$ cat config.mk
export PLATFORM = sky130hd
export DESIGN_NAME = demultiplexer_1_2_stream
export DESIGN_NICKNAME = d
export VERILOG_FILES = /design/src/rtl/demultiplexer_1_2_stream.sv
export SDC_FILE = /design/constraint.sdc
export NUM_CORES = 1
export LEC_CHECK = 0
export CAP_MARGIN = 0
export CORE_MARGIN = 2
export CORE_UTILIZATION = 46
export DETAILED_ROUTE_END_ITERATION = 7
export GPL_ROUTABILITY_DRIVEN = 0
export PLACE_DENSITY_LB_ADDON = 0.25
export SYNTH_ARGS = -nofsm -noshare
export SYNTH_HDL_FRONTEND = slang
export SYNTH_SLANG_ARGS = --single-unit
$ cat constraint.sdc
create_clock -name clk -period 2.2 [get_ports clk]
set_input_delay 0.22 -clock clk [delete_from_list [all_inputs] [get_ports clk]]
set_output_delay 0.22 -clock clk [all_outputs]
set_load 0.03 [all_outputs]
$ cat src/rtl/demultiplexer_1_2_stream.sv
// 1-to-2 stream demultiplexer: each input word is steered by s0 into one of two
// independent 2-deep FIFOs, so a stalled output never blocks the other one.
module demultiplexer_1_2_stream #(
  parameter int WIDTH = 8
) (
  input  logic             clk,
  input  logic             rst,
  input  logic [WIDTH-1:0] i0,
  input  logic             i_valid,
  output logic             i_ready,
  input  logic             s0,
  output logic [WIDTH-1:0] f0,
  output logic [WIDTH-1:0] f1,
  output logic             f0_valid,
  output logic             f1_valid,
  input  logic             f0_ready,
  input  logic             f1_ready,
  output logic [7:0]       cnt0,
  output logic [7:0]       cnt1
);

  localparam logic [1:0] EMPTY = 2'd0;
  localparam logic [1:0] ONE   = 2'd1;
  localparam logic [1:0] FULL  = 2'd2;

  logic [1:0]       state [2];
  logic [WIDTH-1:0] head  [2];
  logic [WIDTH-1:0] tail  [2];
  logic [7:0]       cnt   [2];
  logic [1:0]       push;
  logic [1:0]       pop;

  // Ready looks only at the selected FIFO's fill level, never at downstream ready.
  assign i_ready = !rst && (s0 ? (state[1] != FULL) : (state[0] != FULL));

  always_comb begin
    push    = 2'b00;
    pop     = 2'b00;
    push[0] = i_valid && i_ready && !s0;
    push[1] = i_valid && i_ready && s0;
    pop[0]  = (state[0] != EMPTY) && f0_ready;
    pop[1]  = (state[1] != EMPTY) && f1_ready;
  end

  // Control: occupancy and acceptance counters
  always_ff @(posedge clk or posedge rst) begin
    if (rst) begin
      for (int n = 0; n < 2; n++) begin
        state[n] <= EMPTY;
        cnt[n]   <= 8'd0;
      end
    end else begin
      for (int n = 0; n < 2; n++) begin
        case (state[n])
          EMPTY:   if (push[n]) state[n] <= ONE;
          ONE: begin
            if (push[n] && !pop[n])      state[n] <= FULL;
            else if (pop[n] && !push[n]) state[n] <= EMPTY;
          end
          FULL:    if (pop[n]) state[n] <= ONE;
          default: state[n] <= EMPTY;
        endcase
        if (push[n]) cnt[n] <= cnt[n] + 8'd1;
      end
    end
  end

  // Data: head is the oldest word, tail only holds the second word when FULL
  always_ff @(posedge clk) begin
    for (int n = 0; n < 2; n++) begin
      case (state[n])
        EMPTY: if (push[n]) head[n] <= i0;
        ONE: begin
          if (push[n] && pop[n]) head[n] <= i0;
          else if (push[n])      tail[n] <= i0;
        end
        FULL:  if (pop[n]) head[n] <= tail[n];
        default: ;
      endcase
    end
  end

  // Outputs are masked to zero when empty, which also covers immediate reset clearing
  assign f0_valid = (state[0] != EMPTY);
  assign f1_valid = (state[1] != EMPTY);
  assign f0       = f0_valid ? head[0] : '0;
  assign f1       = f1_valid ? head[1] : '0;
  assign cnt0     = cnt[0];
  assign cnt1     = cnt[1];

endmodule

; ---- After elaboration in Yosys (flattened, before gate mapping)
; Memory sizes are Yosys's and may differ from the RTL's.
; Cells that the tools add are included.
[word_totals]
ff_bits = 20
n_memories = 2
elab_cells = 93
romBits = 0
out_inout_bits = 35
latchBits = 0
inputBits = 14
ram_bits = 32
[op_classes]
n_addsub = 2
n_mux = 44
n_div = 0
n_lt_le_gt_ge = 0
n_mul = 0
shift = 0
bitwise_logic = 4
eq_ne = 12
n_reduce_logical = 25
[mem_list]
columns = memory, depth, word_bits, rd, rd_ports_with_merged_regs, write_ports, line_no
row1 = head, 2, 8, 2, 0, 2, 27  ; logic [WIDTH-1:0] head [2];
row2 = tail, 2, 8, 2, 0, 1, 28  ; logic [WIDTH-1:0] tail [2];
[op_table]
columns = operator, n
row1 = $mux W8, 7
row2 = $mux W1, 27
row3 = $add A8 B1 Y8 const B, 2
row4 = $mux W2, 8
row5 = $logic_and A1 B1 Y1, 12
row6 = $ne A2 B2 Y1 const B, 6
row7 = $pmux W2 S3, 2
row8 = $reduce_or A8 Y1, 1
row9 = $logic_not A1 Y1, 6
row10 = $ne A3 B3 Y1 const B, 2
row11 = $reduce_and A3 Y1, 2
row12 = $eq A2 B1 Y1 const B, 2
row13 = $eq A2 B2 Y1 const B, 2
row14 = $logic_not A2 Y1, 2
row15 = $or A1 B1 Y1, 4
row16 = $reduce_bool A2 Y1, 2

; ---- Logic depth before layout (Yosys ltp)
[depth]
word_depth = 11
mapped_depth = 6
depth_no_buf = 6

; ---- Worst setup path after synthesis
; OpenSTA, ideal clock, no wires.
[synth_timing]
path_type = flip-flop to flip-flop
start = register state[1] (netlist bit)
end = memory head[1][0], enable pin
setup_time_ps = 384
required_ps = 1816
path_buffers = 1
period_less_slack_ps = 2218
slack_ps = -18
arrival_ps = 1834
path_stages_with_launch = 7
path_cell_list = dfrtp_1 -> nor2b_1 -> buf_2 -> nor2_1 -> ha_1 -> a21oi_1 -> o21ai_0
[synth_lines]
columns = element, line_no
row1 = "start, declared", 26  ; logic [1:0] state [2];
row2 = "start signal, assigned by index", 49  ; state[n] <= EMPTY;
row3 = "start signal, assigned by index", 55  ; EMPTY: if (push[n]) state[n] <= ONE;
row4 = "start signal, assigned by index", 57  ; if (push[n] && !pop[n]) state[n] <= FULL;
row5 = "end, declared", 27

; ---- Final worst setup path
[layout_timing]
start = register state[3] (netlist bit)
end = output port f0[7]
[layout_between]
elab_chain_len = 2
[layout_rtl]
columns = element, line_no
row1 = $reduce_bool A2 Y1, 84  ; assign f0_valid = (state[0] != EMPTY);
row2 = $mux W8, 86  ; assign f0 = f0_valid ? head[0] : '0;
row3 = "end, declared", 12  ; output logic [WIDTH-1:0] f0,
; No other way between the ends.

==> run metrics <==
DRC viols=0; fmax=just under 500 MHz; largest net degree at the start of global routing=16; unrepaired setup endpoints after global routing=false; Worst Path Buf+Inv=1; total number of vias=~1500; # rows=26; core footprint=approximately 5000 sq um; nets@finish=between 200 and 250; Register Area=between 1000 and 1500 sq um; Fin. Hold Viols=0; crit path kind=reg2out; synth warn=0; status=finished, final reports clean; worst stage delay on the critical path=roughly 0.60 ns; Clock Tree Buf Depth=2; Routed Antenna Nets=0; final setup violation count=0; Multi-input gate area=between 800 and 900 sq um; Critical Path, Cell by Cell=nor2_2 > nor2b_1 > clkdlybuf4s50_1; Crit. End Element=primary output; Max-cap violations=0; part of the Yosys area used for sequential elements=0.6223; power density of the placed cells=just over 900 nW/um^2; Yosys top cell area share=0.4092; worst setup margin=approximately 0.18 ns; CTS tree=done; post-synthesis cell count=~170; DR iter-0 viols=64; post-synth cell types=34; post-route setup TNS=0 ns; io pins=slightly below 50; Pwr Total=2.817 mW; # hold bufs at CTS=0; layout cells sized above 1=0.1861; Final Critical Period=roughly 2.0 ns; die boundary width=~75 microns; Antenna Diode Count=0; root buf cell=clkbuf_8; routed wire length=between 4000 and 5000 microns; max-slew violations=0; initial antenna violation count=0; Layout Cells excl Fill=between 300 and 400; Max Used Layer=met4; register-to-register setup slack=~0.34 ns; Synth area leaders=edfxtp_1 41%, dfrtp_1 21%, mux2_2 8.2%; RR Startpoint=state[0]$_DFFE_PP0P_; DP Cell Count=slightly below 300; Filler cells=437; Initial Util=0.4688; Worst setup SP type=flop; WL met1=roughly 1900 microns; vias per cell=4.997; first-pass GRT wire length=6520 microns; die area=approximately 5700 sq um; clk_skew=0.003884 ns; worst r2r path cells=4; met2 WL=a little under 2000 microns; Net Count, Synth=between 150 and 200; Least-Margin Pin Slew=0.4680 ns; die height=75.45 microns; worst vdd ir=about 0.77 mV; Hold WS=about 0.32 ns; Hold Crit Class=in2async; Slew headroom=0.6836; Worst EP required=1.98 ns; Worst-path clk slew=~0.090 ns; met3 routed WL=around 240 microns; vias in the first global route=1353; CP delay by family, top=buffers and inverters; register bit count reported by yosys=52; Area Overhead vs Synth=30.26%; Crit Path Max Fanout=9; Post-Syn Area per Cell=about 14 sq um; Final period util=0.9183; DP HPWL=approximately 3000 microns; # port buffers=48; Critical Path AT=1.80 ns; Sink Count=52; routed len/inst=~14 microns; Worst R2R End=head[1][2]$_DFFE_PP_; CTS H-tree lvls=2; leading area contributor after synthesis=edfxtp_1; Critical-path top delay cell=clkdlybuf4s50_1; Leak Pwr=between 1 and 1.5 nW; drt pass-1 iters=4; mapped cell area=roughly 2300 sq um; worst skew pair latency=0.30 ns; Post-Place Setup Slack=roughly 0.19 ns; total grt overflow=0; Num CTS Buffers=5; GRT Util Overall=0.1583; postcts setup bufs=0
==> registers in the layout, summed over array words and instances, names as in the netlist <==
register  count
cnt0          8
cnt1          8
head         16
state         4
tail         16
==> stage by stage <==
step / utilization / instance area [sq um]
detailed placement: 0.5929 / 2970
floorplan: - / 2349
finish: 0.6106 / 3059
global placement: 0.5929 / 2970
global route: 0.6106 / 3059
CTS: 0.6101 / 3057
==> cells in the mapped netlist <==
library cell	count
edfxtp_1	32
dfrtp_1	20
nor2b_1	20
mux2_2	17
xor2_1	13
inv_1	6
nor2_1	6
ha_1	5
nand2_1	5
a21oi_1	4
nand3_1	4
nor3_1	4
nand4_1	3
nor4_1	3
nor4_2	3
buf_2	2
nand3b_1	2
o21ai_0	2
o22ai_1	2
a211oi_1	1
and2_1	1
buf_6	1
mux2_4	1
mux2i_1	1
nand2_2	1
nand2b_1	1
nand2b_4	1
nor3b_2	1
nor4b_1	1
nor4b_2	1
nor4bb_1	1
o31ai_1	1
or3b_1	1
xnor2_1	1
==> metal layers <==
metal	vias to the layer above	GRT usage
li1	729	-
met1	724	0.2085
met2	47	0.2454
met3	4	0.05291
met4	0	0.05848
met5	-	0
==> placed cells by master, fill, tap and decap left out, drive strengths merged, types with 5 or more instances in the layout <==
master	synthesis	layout
nand2	6	6
clkbuf	0	7
nor2b	20	20
nor4	6	6
edfxtp	32	32
dfrtp	20	20
inv	6	6
clkdlybuf4s50	0	47
buf	3	10
mux2	18	18
ha	5	5
xor2	13	13
nor2	6	6
==> worst register-to-register path: stages, from the launching register on <==
cell and delay [ns]:
dfrtp_1 0.46, nor2b_1 0.38, nand2_1 0.37, o21ai_1 0.17
buf_4 0.19
==> power by group <==
group | leakage, nW | switching, mW | internal, mW
Combinational | 0.606 | 0.551 | 0.432
Clock | 0.0422 | 0.286 | 0.224
Sequential | 0.548 | 0.154 | 1.17
==> repair_timing <==
| item | 4_1_cts | 5_1_grt |
|---|---|---|
| resized for setup | 2 | 1 |
| endpoints found under the setup margin | 18 | 1 |
| cloned | 0 | 0 |
==> final cells by class <==
cell class | instances | area share
clock buffers | 7 | 0.02495
clock inverters | 1 | 0.001636
inverters | 6 | 0.007362
multi-input cells | 107 | 0.2773
flip-flops and latches | 52 | 0.4777
well taps | 70 | 0.02863
repair buffers | 58 | 0.1824
==> worst max-delay path by stage <==
stage,startpoint,endpoint,slack [ns],cells after the start
finish,state[3]$_DFFE_PP0P_,f0[7],0.18,3
global route,state[3]$_DFFE_PP0P_,f0_valid,0.006,3
CTS,state[1]$_DFFE_PP0P_,i_ready,0.01,3
detailed placement,rst,head[1][5]$_DFFE_PP_,0.19,7
global placement,rst,head[1][5]$_DFFE_PP_,0.22,7
floorplan,state[1]$_DFFE_PP0P_,head[1][0]$_DFFE_PP_,0.20,6
==> logic make-up (layout without fill, tap and decap cells) <==
group                      count (synthesis)  after routing  share of synthesized area
AOI/OAI and AO/OA                         10             10                    0.02451
xor gates and xnor gates                  14             14                    0.05221
adders and majority gates                  5              5                    0.02664
buffers and inverters                      9             72                    0.01865
DFF                                       52             52                     0.6223
muxes                                     19             19                    0.09217
and+or+nand+nor                           59             59                     0.1636
Note: power is estimated with default switching activity, not from simulation.
